**src/rtl/river_crossing_ctrl.sv**
```systemverilog
// rtl/river_crossing_ctrl.sv - farmer/cabbage/goat/wolf river-crossing game controller
module river_crossing_ctrl #(
    parameter int MOVE_W    = 4,
    parameter int MAX_MOVES = 15,
    parameter int STRICT    = 1
) (
    input  logic              clk,
    input  logic              reset,
    input  logic              restart,
    input  logic              move_valid,
    input  logic [1:0]        move_sel,
    output logic              move_ready,
    output logic [3:0]        pos,
    output logic              alarm,
    output logic              reject,
    output logic [1:0]        reject_code,
    output logic [MOVE_W-1:0] move_count,
    output logic [1:0]        state
);

    typedef enum logic [1:0] {
        ST_PLAY  = 2'b00,
        ST_WON   = 2'b01,
        ST_LOST  = 2'b10,
        ST_LIMIT = 2'b11
    } state_t;

    localparam logic [MOVE_W-1:0] MAX_CNT = MOVE_W'(MAX_MOVES);

    // pos bit order is {farmer, cabbage, goat, wolf}
    function automatic logic unsafe(input logic [3:0] p);
        return ((p[1] == p[0]) && (p[3] != p[1])) ||
               ((p[2] == p[1]) && (p[3] != p[1]));
    endfunction

    state_t            state_q, state_d;
    logic [3:0]        pos_q, pos_d;
    logic [MOVE_W-1:0] count_q, count_d;
    logic              reject_q, reject_d;
    logic [1:0]        code_q, code_d;

    logic [3:0]        move_mask;
    logic [3:0]        next_pos;
    logic              item_bit;
    logic [MOVE_W-1:0] count_inc;

    // Decode the move: farmer always crosses, optionally carrying one item
    always_comb begin
        move_mask = 4'b1000;
        item_bit  = pos_q[3];
        case (move_sel)
            2'b01: begin move_mask = 4'b1100; item_bit = pos_q[2]; end
            2'b10: begin move_mask = 4'b1010; item_bit = pos_q[1]; end
            2'b11: begin move_mask = 4'b1001; item_bit = pos_q[0]; end
            default: begin move_mask = 4'b1000; item_bit = pos_q[3]; end
        endcase
        next_pos  = pos_q ^ move_mask;
        count_inc = count_q + 1'b1;
    end

    // Next-state: restart first, then validate and apply a sampled move
    always_comb begin
        state_d  = state_q;
        pos_d    = pos_q;
        count_d  = count_q;
        reject_d = 1'b0;
        code_d   = code_q;
        if (restart) begin
            state_d = ST_PLAY;
            pos_d   = 4'b0000;
            count_d = '0;
            code_d  = 2'b00;
        end else if (move_valid && (state_q == ST_PLAY)) begin
            if (item_bit != pos_q[3]) begin
                reject_d = 1'b1;
                code_d   = 2'b01;
            end else if (unsafe(next_pos) && (STRICT == 0)) begin
                reject_d = 1'b1;
                code_d   = 2'b10;
            end else begin
                pos_d   = next_pos;
                count_d = count_inc;
                if (unsafe(next_pos)) begin
                    state_d = ST_LOST;
                end else if (next_pos == 4'b1111) begin
                    state_d = ST_WON;
                end else if (count_inc == MAX_CNT) begin
                    state_d = ST_LIMIT;
                end else begin
                    state_d = ST_PLAY;
                end
            end
        end
    end

    // Game registers; async reset clears any move sampled on the same edge
    always_ff @(posedge clk or posedge reset) begin
        if (reset) begin
            state_q  <= ST_PLAY;
            pos_q    <= 4'b0000;
            count_q  <= '0;
            reject_q <= 1'b0;
            code_q   <= 2'b00;
        end else begin
            state_q  <= state_d;
            pos_q    <= pos_d;
            count_q  <= count_d;
            reject_q <= reject_d;
            code_q   <= code_d;
        end
    end

    assign move_ready  = (state_q == ST_PLAY);
    assign pos         = pos_q;
    assign alarm       = unsafe(pos_q);
    assign reject      = reject_q;
    assign reject_code = code_q;
    assign move_count  = count_q;
    assign state       = state_q;

endmodule

```
**config.mk**
```make
export PLATFORM = sky130hd
export DESIGN_NAME = river_crossing_ctrl
export DESIGN_NICKNAME = d
export VERILOG_FILES = /design/src/rtl/river_crossing_ctrl.sv
export SDC_FILE = /design/constraint.sdc
export NUM_CORES = 1
export LEC_CHECK = 0
export BUFFER_PORTS_ARGS = -buffer_cell sky130_fd_sc_hd__buf_2
export CORE_MARGIN = 8
export CORE_UTILIZATION = 54
export DETAILED_ROUTE_END_ITERATION = 8
export GPL_TIMING_DRIVEN = 0
export HOLD_SLACK_MARGIN = 0.03
export MAX_ROUTING_LAYER = met4
export PLACE_DENSITY_LB_ADDON = 0.2
export SLEW_MARGIN = 5
export SYNTH_ARGS = -nofsm -noshare
export SYNTH_HDL_FRONTEND = slang
export SYNTH_SLANG_ARGS = --single-unit
```
**constraint.sdc**
```tcl
create_clock -name clk -period 5.9 [get_ports clk]
set_input_delay 1.18 -clock clk [delete_from_list [all_inputs] [get_ports clk]]
set_output_delay 1.18 -clock clk [all_outputs]
set_load 0.02 [all_outputs]
```
==> results of run 1 <==
-- cells by family (layout without fill, tap and decap cells) --
group                      Yosys count  in the layout  synth area share [%]
xor gates and xnor gates             5              5                  5.42
and+or+nand+nor                     31             31                  19.2
AOI/OAI and AO/OA                   19             19                  20.3
DFF                                 12             12                  37.2
other                                1              1                 0.464
adders and majority gates            4              4                  6.19
buffers and inverters                8             31                  4.18
muxes                                5              5                  7.12
-- placed cells by master, fill, tap and decap left out, types with 2 or more instances in the layout --
cell	synthesis	routed
a211oi_1	3	3
a21boi_0	2	2
a21o_1	3	3
a21oi_1	2	2
buf_2	0	19
clkbuf_1	2	2
clkbuf_4	0	3
dfrtp_1	12	12
ha_1	4	4
inv_1	5	5
mux2i_1	2	2
nand2_1	6	6
nor2_1	12	12
nor2b_1	3	3
o21ai_0	2	2
xnor2_1	5	5
-- Yosys cell counts --
cell type	count	area, sq um
a211oi_1	3	22.5
a21boi_0	2	15.0
a21o_1	3	22.5
a21oi_1	2	10.0
a21oi_4	1	16.3
a31oi_1	1	6.26
a32o_1	1	10.0
and2b_1	1	7.51
and3_1	1	6.26
and3b_1	1	8.76
buf_4	1	7.51
clkbuf_1	2	7.51
conb_1	1	3.75
dfrtp_1	12	300
ha_1	4	50.1
inv_1	5	18.8
mux2_1	1	11.3
mux2_2	1	11.3
mux2_4	1	15.0
mux2i_1	2	20.0
nand2_1	6	22.5
nand2b_1	1	6.26
nand3_1	1	5.00
nand3b_1	1	7.51
nand4_1	1	6.26
nand4b_1	1	8.76
nor2_1	12	45.0
nor2b_1	3	18.8
nor3_1	1	5.00
nor3b_1	1	7.51
o2111ai_1	1	8.76
o21a_1	1	7.51
o21ai_0	2	10.0
o31ai_2	1	12.5
o32a_4	1	22.5
xnor2_1	5	43.8
-- worst reg2reg max path, cell delays in order, from the launching register on --
cell	delay (ps)
dfrtp_1	420
ha_1	260
o21a_1	190
o32a_4	240
a21oi_4	300
nand4_1	160
mux2_1	330
-- worst max path at each step --
stage                 from             to  slack, ps  cells past startpoint
2_1_floorplan  move_sel[0]  move_count[3]       3170                      7
3_3_place_gp   move_sel[0]  move_count[3]       2910                      8
4_1_cts        move_sel[0]  move_count[3]       3140                      8
6_report       move_sel[0]  move_count[3]       3150                      8
5_1_grt        move_sel[0]  move_count[3]       3100                      8
3_5_place_dp   move_sel[0]  move_count[3]       2860                      8
-- power by group through the flow --
stage / Clock (W) / Combinational [W] / Sequential, W
2_1_floorplan: 0 / 0.0000678 / 0.000119
3_5_place_dp: 0 / 0.000111 / 0.000107
4_1_cts: 0.0000653 / 0.000112 / 0.000106
5_1_grt: 0.0000700 / 0.000122 / 0.000108
6_report: 0.0000637 / 0.000111 / 0.000106
3_3_place_gp: 0 / 0.000108 / 0.000107
-- area by class of cell --
type,count,area (sq um)
repair buffers,19,95.1
plain buffers,3,15.0
flip-flops and latches,12,300
fillers,124,494
clock buffers,4,36.3
inverters,5,18.8
multi-input cells,65,474
well taps,16,20.0
-- through the flow --
| step | total power, W | hold slack [ps] | area [sq um] | setup WS, ps | utilization, % |
|---|---|---|---|---|---|
| 6_report | 0.000280 | 480 | 960 | 3150 | 66.0 |
| 5_1_grt | 0.000299 | 501 | 960 | 3100 | 66.0 |
| 4_1_cts | 0.000283 | 490 | 960 | 3140 | 66.0 |
| 3_5_place_dp | 0.000219 | 461 | 923 | 2860 | 63.5 |
| 3_3_place_gp | 0.000215 | 458 | 923 | 2910 | 63.5 |
| 2_1_floorplan | 0.000187 | 595 | 808 | 3170 | - |
-- state kept, by name, indices dropped and copies added (netlist names) --
signal / count
move_count: 4
reject: 1
pos: 4
reject_code: 1
state: 2
-- per-layer routing --
layer | wire [um] | track usage (%)
met1 | 744 | 13.1
met3 | 108 | 6.52
met4 | 10 | 3.28
met2 | 817 | 20.4
met5 | 0 | -
==> flow_metrics.env, run 1 <==
export IMPL_crit_required_ps=6060
export IMPL_cts_hold_buf=0
export IMPL_post_cts_repair_setup_buffers=0
export IMPL_worst_r2r_cell_count=6
export IMPL_rsz0062_at_grt="false"
export IMPL_regToRegSetupSlack_ps=3890
export IMPL_fin_tns_setup_ps=0
export IMPL_htree_levels=1
export IMPL_syn_area_sq_um=808
export IMPL_cts_tree="done"
export IMPL_gp_congestion=0.874
export IMPL_ys_warn_count=0
export IMPL_drive_gt1_share_pct=26.9
export IMPL_vdd_drop_max_uv=198
export IMPL_cts_made_buffers=3
export IMPL_antenna_found_initial=0
export IMPL_dp_hpwl_um=1310
export IMPL_slowest_delay_ps=330
export IMPL_via_per_inst=5.41
export IMPL_avgSynthCellArea_sq_um=9.51
export IMPL_hold_path_startpoint="reject_code[0]"
export IMPL_clk_pin_slew_worst_paths_ps=70
export IMPL_layout_nets=119
export IMPL_min_period_ps=2750
export IMPL_path_class="input pin to flip-flop"
export IMPL_rows=14
export IMPL_path_cells="buf_2 -> nor2b_1 -> ha_1 -> o21a_1 -> o32a_4 -> a21oi_4 -> nand4_1 -> mux2_1"
export IMPL_postRouteWirelength_um=1680
export IMPL_clock_latency_ps=270
export IMPL_initial_core_util_pct=55.6
export IMPL_cap_violations=0
export IMPL_max_freq_mhz=364
export IMPL_fin_crit_sh_pct=46.5
export IMPL_dpl_cell_count=120
export IMPL_clockBufferDepth=2
export IMPL_grt_ovfl_total=0
export IMPL_fin_skew_ps=3.07
export IMPL_grt_pass1_vias=634
export IMPL_power_internal_w=0.000174
export IMPL_port_buffers=19
export IMPL_finalNonFillerCells=124
export IMPL_r2r_end="move_count[3]"
export IMPL_grt_usage_pct=12.5
export IMPL_p_sw_w=0.000106
export IMPL_die_area_sq_mm=0.00299
export IMPL_worst_ep_arrival_time_ps=2900
export IMPL_ys_types=36
export IMPL_end_kind="flip-flop"
export IMPL_cpLargestDelayFamily="compound AO/OA/AOI/OAI gates"
export IMPL_ys_seq_area_share_pct=37.2
export IMPL_crit_path_start_kind="input pin"
export IMPL_switching_share_pct=37.8
export IMPL_ant_nets=0
export IMPL_core_sq_mm=0.00145
export IMPL_whs_endpoint="reject_code[0]"
export IMPL_slowest_stage="mux2_1"
export IMPL_syn_inst=85
export IMPL_fp_dieW_um=54.7
export IMPL_setup_viol=0
export IMPL_power_frac_seq_pct=37.8
export IMPL_cts_sinks=12
export IMPL_outcome="completed"
export IMPL_hold_class="flip-flop to flip-flop"
export IMPL_whs_path_depth=1
export IMPL_area_growth_pct=18.7
export IMPL_finalHoldViolCount=0
export IMPL_cts_resized=0
export IMPL_ioPinCount=21
export IMPL_grt_pass1_wl_um=2680
export IMPL_cp_max_fo=8
export IMPL_vias=671
export IMPL_grt_max_degree=13
export IMPL_dieHeight_um=54.7
export IMPL_total_leakage_power_nw=0.503
export IMPL_rr_startpoint="pos[2]"
export IMPL_wl_per_cell_um=13.6
export IMPL_dr_pass1_iters=4
export IMPL_drt_iter0_drc=5
export IMPL_root_buffer="clkbuf_4"
export IMPL_p_per_area_mw_per_mm2=292
export IMPL_synth_seq_cells=12
export IMPL_comb_power_share_pct=39.5
export IMPL_slew_viol_final=0
export IMPL_drc_errors=0
export IMPL_worst_path_buf_inv=1
export IMPL_diodes=0
export IMPL_p_clk_share_pct=22.7
export IMPL_syn_nets=95
(Power assumes the default switching activity.)
==> run 2: changes to the inputs <==
Settings changed: CORE_UTILIZATION 54 to 50.
Clock period 5.9 ns to 2.9 ns, I/O delays scaled along.
==> run 2 against run 1 <==
Non-clock buffer count stayed put. Global-route usage is 1.0 points lower. Via count is 0.75% lower. Die area is 5.6% higher. Flip-flop and latch count stayed put. Critical path type unchanged. Critical path depth stayed put. Sequential power is 100% higher. Sequential share of layout area is 0.46 points higher. Combinational power is 100% higher. Setup slack worse by 2400 ps.
==> flow_metrics.env, run 2 (synthesized netlist as in run 1, its figures left out) <==
export IMPL_die_area_sq_mm=0.00316
export IMPL_worst_r2r_cell_count=6
export IMPL_fin_crit_sh_pct=72.3
export IMPL_place_ws_ps=501
export IMPL_initial_core_util_pct=53.7
export IMPL_drt_iter0_drc=11
export IMPL_ioPinCount=21
export IMPL_comb_power_share_pct=41.1
export IMPL_grt_pass1_vias=679
export IMPL_rsz0062_at_grt="false"
export IMPL_path_class="input pin to flip-flop"
export IMPL_min_period_ps=2100
export IMPL_final_cell_mix="buf_2, nor2_1, dfrtp_1, nand2_1"
export IMPL_cap_violations=0
export IMPL_cts_hold_buf=0
export IMPL_rr_startpoint="pos[2]"
export IMPL_switching_share_pct=40.3
export IMPL_root_buffer="clkbuf_4"
export IMPL_dr_pass1_iters=4
export IMPL_setup_viol=0
export IMPL_drc_errors=0
export IMPL_grt_pass1_wl_um=2950
export IMPL_crit_required_ps=3070
export IMPL_r2r_end="move_count[3]"
export IMPL_regToRegSetupSlack_ps=930
export IMPL_vdd_drop_max_uv=307
export IMPL_gp_congestion=0.806
export IMPL_ant_nets=0
export IMPL_crit_path_start_kind="input pin"
export IMPL_clock_latency_ps=280
export IMPL_rows=14
export IMPL_grt_ovfl_total=0
export IMPL_finalHoldViolCount=0
export IMPL_cts_tree="done"
export IMPL_grtUsageMet2_pct=17.9
export IMPL_antenna_found_initial=0
export IMPL_fin_tns_setup_ps=0
export IMPL_dp_hpwl_um=1380
export IMPL_cts_made_buffers=3
export IMPL_fin_skew_ps=9.07
export IMPL_post_cts_repair_setup_buffers=0
export IMPL_p_clk_share_pct=19.3
export IMPL_cp_max_fo=8
export IMPL_postLayoutCellArea_sq_um=946
export IMPL_gr_usage_met1_pct=12.9
export IMPL_vias=666
export IMPL_final_common_cell="buf_2"
export IMPL_grt_max_degree=13
export IMPL_area_growth_pct=17.0
export IMPL_postRouteWirelength_um=1700
export IMPL_p_sw_w=0.000220
export IMPL_power_internal_w=0.000326
export IMPL_hold_class="input pin to asynchronous set/reset pin"
export IMPL_cts_resized=0
export IMPL_port_buffers=19
export IMPL_total_leakage_power_nw=0.496
export IMPL_diodes=0
export IMPL_p_per_area_mw_per_mm2=577
export IMPL_wl_per_cell_um=13.9
export IMPL_drive_gt1_share_pct=26.2
export IMPL_clockBufferDepth=2
export IMPL_cts_sinks=12
export IMPL_grt_usage_pct=11.5
export IMPL_via_per_inst=5.41
export IMPL_top_usage_layer="met2"
export IMPL_slew_viol_final=0
export IMPL_fp_dieW_um=56.2
export IMPL_max_freq_mhz=477
export IMPL_layout_nets=119
export IMPL_power_frac_seq_pct=39.6
export IMPL_gr_usage_met3_pct=4.57
export IMPL_htree_levels=1
export IMPL_end_kind="flip-flop"
export IMPL_clk_pin_slew_worst_paths_ps=80
export IMPL_outcome="completed"
export IMPL_core_sq_mm=0.00151
export IMPL_worst_ep_arrival_time_ps=2270
export IMPL_dieHeight_um=56.2
export IMPL_setup_ws_ps=802
export IMPL_dpl_cell_area_sq_um=923
-- run 2: cell count changes in the layout (fill, tap and decap cells not counted) --
cell	delta
clkbuf_8	-1
-- run 2: cell type report --
cell class | instances | area, sq um
plain buffers | 3 | 15.0
clock buffers | 3 | 22.5
fillers | 129 | 561
inverters | 5 | 18.8
multi-input cells | 65 | 474
flip-flops and latches | 12 | 300
well taps | 16 | 20.0
repair buffers | 19 | 95.1
-- run 2: worst max-delay path, cell delays in order --
cell and delay (ps):
buf_2 140, nor2b_1 140, ha_1 220, o21a_1 190, o32a_4 240, a21oi_4 290
nand4_1 140, mux2_1 320
-- run 2: routing by layer --
metal	routed length, um	part of all wire [%]
met1	819	48
met4	18	1.1
met2	764	45
met3	102	6.0
met5	0	0
-- run 2: power groups by stage --
stage | clock network [W] | logic (W) | registers, W
after detailed placement | 0 | 0.000226 | 0.000219
after CTS | 0.000104 | 0.000227 | 0.000216
after global routing | 0.000111 | 0.000250 | 0.000220
final | 0.000105 | 0.000224 | 0.000216
after global placement | 0 | 0.000221 | 0.000217
after floorplan | 0 | 0.000138 | 0.000242
-- run 2: worst max path at each step --
stage / from / to / slack [ps] / cells past startpoint
6_report: move_sel[0] / move_count[3] / 800 / 8
5_1_grt: move_sel[0] / move_count[3] / 690 / 8
3_3_place_gp: move_sel[0] / move_count[3] / 520 / 8
4_1_cts: move_sel[0] / move_count[3] / 800 / 8
2_1_floorplan: move_sel[0] / move_count[3] / 770 / 7
3_5_place_dp: move_sel[0] / move_count[3] / 500 / 8
-- run 2: metrics by stage --
stage	hold slack [ps]	cells	total power, W	utilization [%]
after floorplan	445	85	0.000380	-
after global placement	457	120	0.000438	61.3
after detailed placement	493	120	0.000445	61.3
after CTS	306	123	0.000547	62.8
after global routing	340	123	0.000580	62.8
final	292	123	0.000546	62.8
==> run 3: changes to the inputs <==
Settings changed: CORE_UTILIZATION 50 to 46.
Clock period 2.9 ns to 1.75 ns, I/O delays scaled along.
==> run 3 against run 2 <==
The run now ends with negative setup slack left. Register-to-register slack worse by 980 ps. First-iteration DRC count rose to 3.1 times the previous value. Clock power up 71%. Highest routed layer is now met3. Hold slack worse by 220 ps. Final cell count up 8.1%. Final area up 11%. Largest cell class unchanged. Via count up 7.8%. Critical path type is now flip-flop to flip-flop. Sequential share of layout area down 2.9 points. Total power up 80%. Sequential power up 63%. Global-route usage up 0.26 points. Clock skew down 8.4 ps.
==> flow_metrics.env, run 3 (synthesized netlist as in run 1, its figures left out) <==
export IMPL_worst_path_buf_inv=0
export IMPL_drive_gt1_share_pct=39.7
export IMPL_p_sw_w=0.000388
export IMPL_core_sq_mm=0.00169
export IMPL_r2r_end="move_count[3]"
export IMPL_crit_path_start_kind="flip-flop"
export IMPL_htree_levels=1
export IMPL_ioPinCount=21
export IMPL_clock_latency_ps=270
export IMPL_total_leakage_power_nw=0.550
export IMPL_gp_congestion=0.836
export IMPL_dieHeight_um=57.9
export IMPL_grt_usage_pct=11.8
export IMPL_slowest_delay_ps=440
export IMPL_vias=718
export IMPL_grt_max_degree=13
export IMPL_switching_share_pct=39.6
export IMPL_slew_viol_final=0
export IMPL_place_ws_ps=-379
export IMPL_outcome="finished, violations left"
export IMPL_path_class="flip-flop to flip-flop"
export IMPL_dr_pass1_iters=4
export IMPL_dpl_cell_count=121
export IMPL_wl_per_cell_um=14.3
export IMPL_max_freq_mhz=555
export IMPL_cts_tree="done"
export IMPL_initial_core_util_pct=47.9
export IMPL_vdd_drop_max_uv=630
export IMPL_p_per_area_mw_per_mm2=931
export IMPL_p_clk_share_pct=18.4
export IMPL_path_cells="mux2_4 -> o32a_4 -> a21oi_4 -> nand4_1 -> mux2_4"
export IMPL_regToRegSetupSlack_ps=-50
export IMPL_worst_path_stages=5
export IMPL_ant_nets=0
export IMPL_drt_iter0_drc=34
export IMPL_cp_common_cell="mux2_4"
export IMPL_root_buffer="clkbuf_4"
export IMPL_cpLargestDelayFamily="multiplexers"
export IMPL_fin_crit_sh_pct=103
export IMPL_hold_class="input pin to asynchronous set/reset pin"
export IMPL_cp_max_fo=5
export IMPL_rsz0062_at_grt="true"
export IMPL_n_fill_cell=148
export IMPL_fin_tns_setup_ps=-74.2
export IMPL_clockBufferDepth=2
export IMPL_power_frac_seq_pct=35.8
export IMPL_clk_pin_slew_worst_paths_ps=70
export IMPL_slowest_stage="dfrtp_2"
export IMPL_end_kind="flip-flop"
export IMPL_seq_area_sq_um=304
export IMPL_diodes=0
export IMPL_multi_input_area_sq_um=510
export IMPL_grt_ovfl_total=0
export IMPL_min_period_ps=1800
export IMPL_finalHoldViolCount=0
export IMPL_power_internal_w=0.000592
export IMPL_cts_made_buffers=3
export IMPL_area_growth_pct=30.2
export IMPL_postLayoutCellArea_sq_mm=0.00105
export IMPL_worst_ep_arrival_time_ps=1960
export IMPL_violations="negative setup slack"
export IMPL_via_per_inst=5.40
export IMPL_dpl_cell_area_sq_um=932
export IMPL_die_area_sq_mm=0.00335
export IMPL_setup_ws_ps=-51.7
export IMPL_rr_startpoint="pos[0]"
export IMPL_post_route_util_pct=62.3
export IMPL_setup_viol=3
export IMPL_worst_r2r_cell_count=5
export IMPL_final_cell_mix="buf_2, nor2_1, buf_4, dfrtp_1, nand2_1"
export IMPL_comb_power_share_pct=45.8
export IMPL_postRouteWirelength_um=1910
export IMPL_cts_hold_buf=0
export IMPL_final_common_cell="buf_2"
export IMPL_cts_sinks=12
export IMPL_fp_dieW_um=57.9
export IMPL_cap_violations=0
export IMPL_drc_errors=0
export IMPL_grt_pass1_vias=674
export IMPL_finalNonFillerCells=133
export IMPL_fin_skew_ps=0.635
export IMPL_dp_hpwl_um=1370
export IMPL_antenna_found_initial=0
export IMPL_crit_required_ps=1910
export IMPL_grt_pass1_wl_um=3020
export IMPL_layout_nets=127
export IMPL_port_buffers=19
export IMPL_rows=15
[run 3: metal layers]
layer  wire length (um)  up-vias  global-route usage [%]
li1                   -      360                       -
met1                770      333                    12.0
met4                  0        0                    2.10
met5                  0        -                       -
met3                128        0                    5.30
met2               1010       25                    20.5
[run 3: stage by stage]
stage | hold slack [ps] | power, W
CTS | 84.4 | 0.000963
detailed placement | 386 | 0.000742
finish | 73.0 | 0.000980
global route | 105 | 0.00105
floorplan | 214 | 0.000633
global placement | 375 | 0.000732
[run 3: what timing repair did]
| action | in CTS | in global routing |
|---|---|---|
| endpoints found under the setup margin | 4 | 11 |
| setup buffers | 8 | 0 |
| pin swaps | 1 | 5 |
| resized for setup | 1 | 7 |
| hold endpoints to repair | 0 | 0 |
[run 3: worst max-delay path by stage]
stage	start	end	slack, ps
after CTS	pos[0]	move_count[3]	-50
final	pos[0]	move_count[3]	-50
after global placement	move_sel[0]	move_count[3]	-360
after global routing	pos[0]	move_count[3]	-90
after detailed placement	move_sel[0]	move_count[3]	-380
after floorplan	pos[1]	move_count[3]	-120
[run 3: area by class of cell]
cell class,instances,share of cell area (%)
flip-flops and latches,12,28.9
plain buffers,3,1.55
inverters,5,1.78
multi-input cells,65,48.5
repair buffers,27,14.7
well taps,17,2.02
clock buffers,4,2.50
[run 3: power groups by stage]
stage | Clock, W | Sequential [W] | Combinational (W)
finish | 0.000180 | 0.000351 | 0.000449
global route | 0.000201 | 0.000359 | 0.000487
CTS | 0.000187 | 0.000351 | 0.000425
detailed placement | 0 | 0.000363 | 0.000379
global placement | 0 | 0.000362 | 0.000370
floorplan | 0 | 0.000403 | 0.000230
